[config.mk]
export PLATFORM = sky130hd
export DESIGN_NAME = if_mem_fetch
export DESIGN_NICKNAME = d
export VERILOG_FILES = /design/src/rtl/if_mem_fetch.sv
export SDC_FILE = /design/constraint.sdc
export NUM_CORES = 1
export LEC_CHECK = 0
export BUFFER_PORTS_ARGS = -buffer_cell sky130_fd_sc_hd__buf_4
export CORE_MARGIN = 5
export CORE_UTILIZATION = 36
export CTS_CLUSTER_SIZE = 28
export DETAILED_ROUTE_END_ITERATION = 10
export REMOVE_ABC_BUFFERS = 1
export SYNTH_ARGS = -nofsm -noshare
export SYNTH_HDL_FRONTEND = slang
export SYNTH_SLANG_ARGS = --single-unit
[constraint.sdc]
create_clock -name clk -period 8.5 [get_ports clk]
set_clock_uncertainty 0.2 [all_clocks]
set_input_delay 0.85 -clock clk [delete_from_list [all_inputs] [get_ports clk]]
set_output_delay 0.85 -clock clk [all_outputs]
set_load 0.01 [all_outputs]
[src/rtl/if_mem_fetch.sv]
// Instruction-fill responder: wins the byte-wide RAM port, reads four bytes and
// returns them as one little-endian word with a single-cycle inst_ok pulse.
module if_mem_fetch #(
    parameter int ADDR_W = 32,
    parameter int INST_W = 32
) (
    input  logic              clk,
    input  logic              rst,
    input  logic              inst_fe,
    input  logic [ADDR_W-1:0] inst_fpc,
    output logic [INST_W-1:0] inst,
    output logic              inst_ok,
    output logic [ADDR_W-1:0] inst_pc,
    output logic              mem_req,
    input  logic              mem_gnt,
    output logic [ADDR_W-1:0] mem_a,
    input  logic [7:0]        mem_din,
    output logic              busy
);

    localparam logic [1:0] IDLE = 2'd0;
    localparam logic [1:0] ADDR = 2'd1;
    localparam logic [1:0] RECV = 2'd2;
    localparam logic [1:0] DONE = 2'd3;

    logic [1:0]        state;
    logic [ADDR_W-1:0] req_pc;
    logic [2:0]        cnt;
    logic [1:0]        byte_idx;

    // cnt counts edges since acceptance; byte k lands three edges after its address.
    assign byte_idx = 2'(cnt - 3'd2);
    assign busy     = (state != IDLE);

    always_comb begin
        mem_req = 1'b0;
        if (!rst) begin
            case (state)
                IDLE:       mem_req = inst_fe;
                ADDR, RECV: mem_req = 1'b1;
                default:    mem_req = 1'b0;
            endcase
        end
    end

    // NOTE: all state below uses non-blocking assignments so every register
    // samples the pre-edge values of its neighbours.
    always_ff @(posedge clk or posedge rst) begin
        if (rst) begin
            state   <= IDLE;
            req_pc  <= '0;
            cnt     <= '0;
            mem_a   <= '0;
            inst    <= '0;
            inst_ok <= 1'b0;
            inst_pc <= '0;
        end else begin
            inst_ok <= 1'b0;
            case (state)
                IDLE: begin
                    if (inst_fe && mem_gnt) begin
                        req_pc <= {inst_fpc[ADDR_W-1:2], 2'b00};
                        mem_a  <= {inst_fpc[ADDR_W-1:2], 2'b00};
                        cnt    <= '0;
                        state  <= ADDR;
                    end
                end
                ADDR: begin
                    mem_a <= mem_a + ADDR_W'(1);
                    cnt   <= cnt + 3'd1;
                    if (cnt == 3'd2) begin
                        inst[7:0] <= mem_din;
                        state     <= RECV;
                    end
                end
                RECV: begin
                    inst[8*byte_idx +: 8] <= mem_din;
                    cnt <= cnt + 3'd1;
                    if (cnt == 3'd5) begin
                        inst_ok <= 1'b1;
                        inst_pc <= req_pc;
                        state   <= DONE;
                    end
                end
                default: begin
                    // inst_fe seen here is stale, so DONE always returns to IDLE.
                    state <= IDLE;
                end
            endcase
        end
    end

endmodule

; ---- Word level (Yosys, flattened, before mapping)
; Cells that the tools add are included.
[word_totals]
reg_bits = 130
in_bits = 44
[op_classes]
n_addsub = 4
n_eq_ne = 7
shift = 2
n_mux = 15
reduce_logical = 13
[ops]
columns = cell, n
row1 = $pmux W32 S2, 1
row2 = $neg A5 Y34, 1
row3 = $shift A8 B34 Y32 const A, 1
row4 = $shiftx A8 B34 Y32, 1
row5 = $add A32 B1 Y32 const B, 1
row6 = $bwmux W32, 1
row7 = $mux W32, 1
row8 = $pmux W8 S2, 1
row9 = $reduce_and A2 Y1, 5
row10 = $mux W8, 1
row11 = $reduce_bool A2 Y1, 4
row12 = $mux W2, 3
row13 = $ne A2 B2 Y1 const B, 3
row14 = $pmux W2 S3, 1
row15 = $pmux W3 S2, 1
row16 = $add A3 B1 Y3 const B, 1
row17 = $eq A3 B2 Y1 const B, 1
row18 = $eq A3 B3 Y1 const B, 1
row19 = $mux W1, 3
row20 = $mux W3, 1
row21 = $reduce_and A3 Y1, 1
row22 = $eq A2 B1 Y1 const B, 1
row23 = $eq A2 B2 Y1 const B, 1
row24 = $logic_not A2 Y1, 1
row25 = 4 further kinds, 4

; ---- Depth between registers and ports, before layout
; Gate-level depths: netlist of run 1.
[depth]
depth_word = 5
depth_mapped = 8

; ---- Worst setup path after synthesis of run 1
; No wires, ideal clock.
[synth_path]
path_kind = input to register
from = in inst_fe
to = reg mem_a[30]
t_arrival_ns = 1.910
required_time_ns = 8.178
setup_slack_ns = 6.269
stages = 6
n_path_buf = 1
cell_sequence = nand3_1 a21boi_1 clkbuf_1 nor3_1 mux2i_1 nand2_1
[synth_via]
elab_chain_len = 3
[synth_rtl]
columns = item, line_no
row1 = start: declaration, 9  ; input logic inst_fe,
row2 = $logic_and A1 B1 Y1, 61  ; if (inst_fe && mem_gnt) begin
row3 = $ne A2 B2 Y1 (no line), n/a
row4 = $reduce_and A2 Y1 (no line), n/a
row5 = end signal: assignment, 63  ; mem_a <= {inst_fpc[ADDR_W-1:2], 2'b00};
row6 = end signal: assignment, 69  ; mem_a <= mem_a + ADDR_W'(1);
row7 = end: declaration, 16  ; output logic [ADDR_W-1:0] mem_a,
; No other way between the ends.
; A chain may end at the register's enable or synchronous reset.

; ---- Final worst setup path of run 1
[layout_path]
from = reg state[1]
to = reg mem_a[28]
[layout_via]
elab_chain_len = 3
word_cells_on_any_way = 6
cone_classes = eq/ne (2) / mux (1) / reduce/logical (3)
[layout_rtl]
columns = item, line_no
row1 = start: declaration, 26  ; logic [1:0] state;
row2 = start signal: assignment, 50  ; state <= IDLE;
row3 = start signal: assignment, 65  ; state <= ADDR;
row4 = start signal: assignment, 73  ; state <= RECV;
row5 = $eq A2 B1 Y1 or $logic_not A2 Y1 (tied branches), 59  ; case (state)
row6 = $reduce_bool A2 Y1 (no line) or $ne A2 B2 Y1 (tied branches), n/a
row7 = $reduce_and A2 Y1 (no line), n/a
; Several ways; a longest one is shown, not always the timed one.

==> results of run 1 <==
-- worst register-to-register path: stages (launching register included) --
cell      delay [ps]
dfrtp_1          410
inv_1            100
ha_2             160
buf_4            540
clkinv_1         550
o21ai_2          630
buf_4            370
nand3_1          120
o21a_1           180
a211oi_1         160
-- power by group through the flow --
| stage | Clock [mW] | Combinational, mW | Sequential (mW) |
|---|---|---|---|
| final | 0.756 | 1.24 | 1.14 |
| after global routing | 0.801 | 1.36 | 1.19 |
| after CTS | 0.772 | 1.26 | 1.14 |
| after detailed placement | 0 | 1.26 | 1.15 |
| after global placement | 0 | 1.23 | 1.14 |
| after floorplan | 0 | 0.611 | 1.20 |
-- cells by family after synthesis --
| group | count (synthesis) | share of synthesized area |
|---|---|---|
| AOI/OAI and AO/OA | 128 | 0.1549 |
| and+or+nand+nor | 129 | 0.1170 |
| other | 1 | 0.0006412 |
| buffers and inverters | 37 | 0.02696 |
| DFF | 130 | 0.5563 |
| muxes | 64 | 0.1228 |
| adders and majority gates | 10 | 0.02139 |
-- path summary, 6_finish.rpt --
kind	start	endpoint	slack [ps]	cells past startpoint
max	state[1]$_DFFE_PP0P_	mem_a[28]$_DFFE_PP0P_	4980	9
min	req_pc[18]$_DFFE_PP0P_	req_pc[18]$_DFFE_PP0P_	300	1
max reg2reg	state[1]$_DFFE_PP0P_	mem_a[28]$_DFFE_PP0P_	4980	9
min reg2reg	req_pc[18]$_DFFE_PP0P_	req_pc[18]$_DFFE_PP0P_	300	1
max in group asynchronous	rst	inst[9]$_DFFE_PP0P_	6290	3
min in group asynchronous	rst	inst_pc[31]$_DFFE_PP0P_	360	2
-- layout make-up --
class	count	area, sq um
Clock buffer	21	450.4
Multi-Input combinational cell	333	2461
Sequential cell	130	3253
Tap cell	216	270.3
Inverter	8	32.53
Clock inverter	10	158.9
Fill cell	1471	8185
Timing Repair Buffer	143	1074
-- metal layers --
layer / GRT usage / wire length, um / up-vias / share of wire
met5: 0 / 0 / - / 0
met4: 0.05100 / 189 / 0 / 0.012
met3: 0.05917 / 1307 / 16 / 0.084
met2: 0.2622 / 7196 / 150 / 0.46
met1: 0.2184 / 6801 / 2281 / 0.44
li1: - / - / 2131 / -
-- flip-flops by register name, summed over array words and instances (netlist names) --
| signal | count |
|---|---|
| req_pc | 30 |
| inst_pc | 30 |
| inst_ok | 1 |
| state | 2 |
| mem_a | 32 |
| cnt | 3 |
| inst | 32 |
-- layout by cell type, fill, tap and decap left out, types with 10 or more instances in the layout --
master       n
buf_4      143
dfrtp_1    130
mux2_2      62
nand2_1     35
a21oi_1     35
a22o_1      33
nor2_1      26
clkbuf_16   17
nand3_1     16
o21ai_0     14
and3_1      10
==> out/metrics.yaml, run 1 <==
logic_synthesis:
  yosys_most_used_dff: "dfrtp_1"
  yosysWarnings: 0
  synth-seq-cells: 130
  yosysSeqAreaShare: 0.5563
  yosys-top-cells-count: "dfrtp_1 (130), mux2_2 (62), a21oi_1 (35), nand2_1 (35), a22o_1 (33)"
  synth.avg_cell_area_sq_um: 11.72
  syn_inst: 499
  synth_top_cell_by_area: "dfrtp_1"
  yosys.cell_types.count: 53
  synth_area_sq_mm: 0.005848
  yosysMostFrequentCell: "dfrtp_1"
  synth.area.top_cells: "dfrtp_1 (56%), mux2_2 (12%), a22o_1 (4.9%)"
  synth_top_area_frac: 0.5563
  synth-edff-count: 0
  synthArstFlopShare: 1.000
placement:
  dpl_cell_area_sq_mm: 0.007091
  port_buffers: 138
  gp_congestion: 0.8190
  preCtsSetupSlack_ps: 4820
  dpl.cell_count: 830
  hpwl_um: 10760
sta:
  tns_ps: 0
  setup_ws_ps: 4978
  maxSlewHeadroom: 0.2451
  rsz0062_at_grt: "false"
  post-route-min-period_ps: 3522
  hold-worst-slack_ps: 297.2
  period_share: 0.4144
  hold_viol_final: 0
  fmax_mhz: 283.9
  tightest_slew_ps: 1126
  setup_viol_count_final: 0
  maxSlewViolCount: 0
power:
  finalPower_mw: 3.140
  pwr-share-seq: 0.365
  switching_share: 0.3521
  comb_power_share: 0.395
  switching_power_mw: 1.106
  power.leakage_nw: 3.611
  power.internal_mw: 2.035
  clockPowerShare: 0.241
  peakVddDrop_uv: 176.7
  power_density_mw_per_mm2: 407.9
die:
  die_h_um: 137.5
  die_w_um: 137.5
  initial_core_util: 0.3681
  die_area_sq_mm: 0.01889
  io_pins: 143
  coreArea_sq_mm: 0.01589
  rows: 46
route:
  routedWlPerCell_um: 18.00
  drtPass1Iterations: 5
  vias: 4578
  wl_um: 15490
  ant_nets: 0
  via_per_inst: 5.317
  drt_first_iter_violations: 264
  drc: 0
min_path:
  min-delay-path-class: "reg2reg"
cts:
  cts_resized: 0
  cts_buffers: 17
  tritoncts: "yes"
  clockRootBuffer: "clkbuf_16"
  cts.htree.levels: 4
  post_cts_buffers: 0
  hold_buffers: 0
  clk_pin_slew_ps: 50
  clk_path_buf_depth: 2
  clock-sinks: 130
  clk_latency_ps: 410
global_routing:
  grt_usage: 0.1675
  grt_max_degree: 76
  grt-ovfl-total: 0
  antenna_found_initial: 0
  grt_pass1_vias: 4648
  grt_pass1_wl_um: 24800
cells_and_area:
  layout-drive-gt1-share: 0.3798
  fin_util: 0.4847
  postLayoutCellArea_sq_mm: 0.007700
  fin_cells: 861
  num_antenna_cells: 0
  area_growth_pct: 31.66
  nets: 687
worst_setup_path:
  start_kind: "register"
  cpMostUsedCell: "buf_4"
  cp_top_family: "buffers and inverters"
  crit_type: "reg2reg"
  crit_fanout: 73
  slowest_stage: "o21ai_2"
  critPathArrivalTime_ps: 3640
  critPathBufInv: 4
  max_stage_delay_ps: 630
  end_kind: "register"
  required_ps: 8620
  crit_chain: "inv_1 > ha_2 > buf_4 > clkinv_1 > o21ai_2 > buf_4 > nand3_1 > o21a_1 > a211oi_1"
job:
  max-cap-violations: 0
outcome:
  status: "completed"
Power figures use the tool's default switching activity.
==> inputs of run 2 (changes only) <==
- clock period: 8.5 -> 3 ns (I/O delays scaled with it)
==> out/metrics.yaml, run 2 (synthesis results as in run 1) <==
outcome:
  status: "completed"
cts:
  clk_latency_ps: 410  # about the same
  clockRootBuffer: "clkbuf_16"
  clock-sinks: 130  # unchanged
  tritoncts: "yes"
  cts_buffers: 17  # unchanged
  clk_pin_slew_ps: 50  # about the same
  clk_path_buf_depth: 2  # unchanged
  post_cts_buffers: 0  # unchanged
  cts.htree.levels: 4  # unchanged
  cts_resized: 0  # unchanged
  hold_buffers: 39  # +39
min_path:
  min_to: "mem_a[1]$_DFFE_PP0P_"
  hold_path_depth: 3  # +2
  worstHoldStart: "mem_gnt"
  min-delay-path-class: "in2reg"
die:
  io_pins: 143  # unchanged
  die_h_um: 137.5  # unchanged
  rows: 46  # unchanged
  coreArea_sq_mm: 0.01589  # unchanged
  initial_core_util: 0.3681  # unchanged
  die_w_um: 137.5  # unchanged
  die_area_sq_mm: 0.01889  # unchanged
worst_setup_path:
  rr_endpoint: "inst_pc[26]$_DFFE_PP0P_"
  critPathArrivalTime_ps: 2550  # -1090 ps
  end_kind: "register"
  rr_startpoint: "state[0]$_DFFE_PP0P_"
  start_kind: "register"
  r2r_cells: 4  # -5
  crit_type: "reg2reg"
  rrSetupSlack_ps: 540  # -4440 ps
  crit_fanout: 31  # -58%
  required_ps: 3090  # -5530 ps
cells_and_area:
  postLayoutCellArea_sq_mm: 0.008143  # +5.8%
  nets: 734  # +6.8%
  num_antenna_cells: 0  # unchanged
  area_growth_pct: 39.24
  fin_util: 0.5126  # +0.02788
  layout-drive-gt1-share: 0.3613  # -0.01857
  top_regs: "inst: 32 flops, mem_a: 32 flops"
  final_common_cell: "buf_4"
  layout_common_cells: "buf_4 (150), dfrtp_1 (130), mux2_2 (62)"
power:
  power_density_mw_per_mm2: 1097  # +170%
  power.leakage_nw: 3.812  # +5.6%
  pwr-share-seq: 0.364  # about the same
  switching_power_mw: 3.143  # +180%
  power.internal_mw: 5.793  # +180%
  finalPower_mw: 8.936  # +180%
  clockPowerShare: 0.232  # -0.009
  comb_power_share: 0.404  # +0.009
  switching_share: 0.3517  # -0.0003763
  peakVddDrop_uv: 492.4  # +180%
sta:
  rsz0062_at_grt: "false"
  setup_ws_ps: 537.6  # -4440 ps
  tns_ps: 0  # unchanged
  hold_viol_final: 0  # unchanged
  maxSlewViolCount: 0  # unchanged
  tightest_slew_ps: 863.2  # -262.7 ps
  post-route-min-period_ps: 2462  # -1060 ps
  maxSlewHeadroom: 0.4239  # +0.1788
  setup_viol_count_final: 0  # unchanged
  period_share: 0.8208  # +0.4064
  fmax_mhz: 406.1  # +43%
route:
  routedWlPerCell_um: 17.64  # -2.0%
  via_per_inst: 5.243  # -1.4%
  drc: 0  # unchanged
  drt_first_iter_violations: 281  # +6.4%
  wl_um: 16020  # +3.4%
  ant_nets: 0  # unchanged
  vias: 4761  # +4.0%
  drtPass1Iterations: 7  # +2
global_routing:
  grt_pass1_wl_um: 25830  # +4.1%
  antenna_found_initial: 0  # unchanged
  grt_usage: 0.1757  # +0.008277
  grt-ovfl-total: 0  # unchanged
  grt_max_degree: 65  # -14%
  grt_pass1_vias: 4930  # +6.1%
placement:
  gp_congestion: 0.8538  # +4.2%
  dpl_cell_area_sq_mm: 0.007163  # +1.0%
  hpwl_um: 11190  # +4.0%
  port_buffers: 138  # unchanged
  preCtsSetupSlack_ps: 494.4  # -4326 ps
job:
  max-cap-violations: 0  # unchanged
-- run 2: power groups by stage --
stage          clock network, mW  registers [mW]  logic (mW)
5_1_grt                     2.20            3.37        3.97
2_1_floorplan                  0            3.40        1.73
3_5_place_dp                   0            3.25        3.61
6_report                    2.07            3.25        3.61
4_1_cts                     2.13            3.24        3.66
3_3_place_gp                   0            3.22        3.52
-- run 2: through the flow --
step | cells | hold slack [ps]
floorplan | 471 | 232.7
global placement | 838 | 184.1
detailed placement | 838 | 188.0
CTS | 908 | 149.9
global route | 908 | 171.9
finish | 908 | 172.2
-- run 2: metal layers --
| metal | vias to the layer above | part of all wire | track usage |
|---|---|---|---|
| li1 | 2224 | - | - |
| met1 | 2336 | 0.43 | 0.2266 |
| met2 | 177 | 0.47 | 0.2755 |
| met3 | 24 | 0.082 | 0.05588 |
| met4 | 0 | 0.019 | 0.06874 |
| met5 | - | 0 | 0 |
-- run 2: how the worst max path moves through the flow --
stage / start / depth (start not counted) / slack [ps] / end
6_report: state[0]$_DFFE_PP0P_ / 4 / 540 / inst_pc[26]$_DFFE_PP0P_
5_1_grt: mem_a[5]$_DFFE_PP0P_ / 5 / 360 / mem_a[27]$_DFFE_PP0P_
4_1_cts: state[0]$_DFFE_PP0P_ / 4 / 490 / inst_pc[21]$_DFFE_PP0P_
3_5_place_dp: state[0]$_DFFE_PP0P_ / 4 / 490 / inst_pc[26]$_DFFE_PP0P_
3_3_place_gp: state[0]$_DFFE_PP0P_ / 4 / 560 / inst_pc[16]$_DFFE_PP0P_
2_1_floorplan: state[1]$_DFFE_PP0P_ / 7 / -1310 / mem_a[20]$_DFFE_PP0P_
-- run 2: area by class of cell --
| class | instances | area (sq um) |
|---|---|---|
| repair buffers | 190 | 1536 |
| inverters | 8 | 32.53 |
| flip-flops and latches | 130 | 3253 |
| well taps | 216 | 270.3 |
| fillers | 1429 | 7742 |
| clock inverters | 5 | 100.1 |
| multi-input cells | 333 | 2461 |
| clock buffers | 26 | 489.2 |
-- run 2: critical path, stage by stage (launching register included) --
cell and delay (ps):
dfrtp_1 420, inv_1 100, ha_1 330, nand3_2 730
mux2_2 550
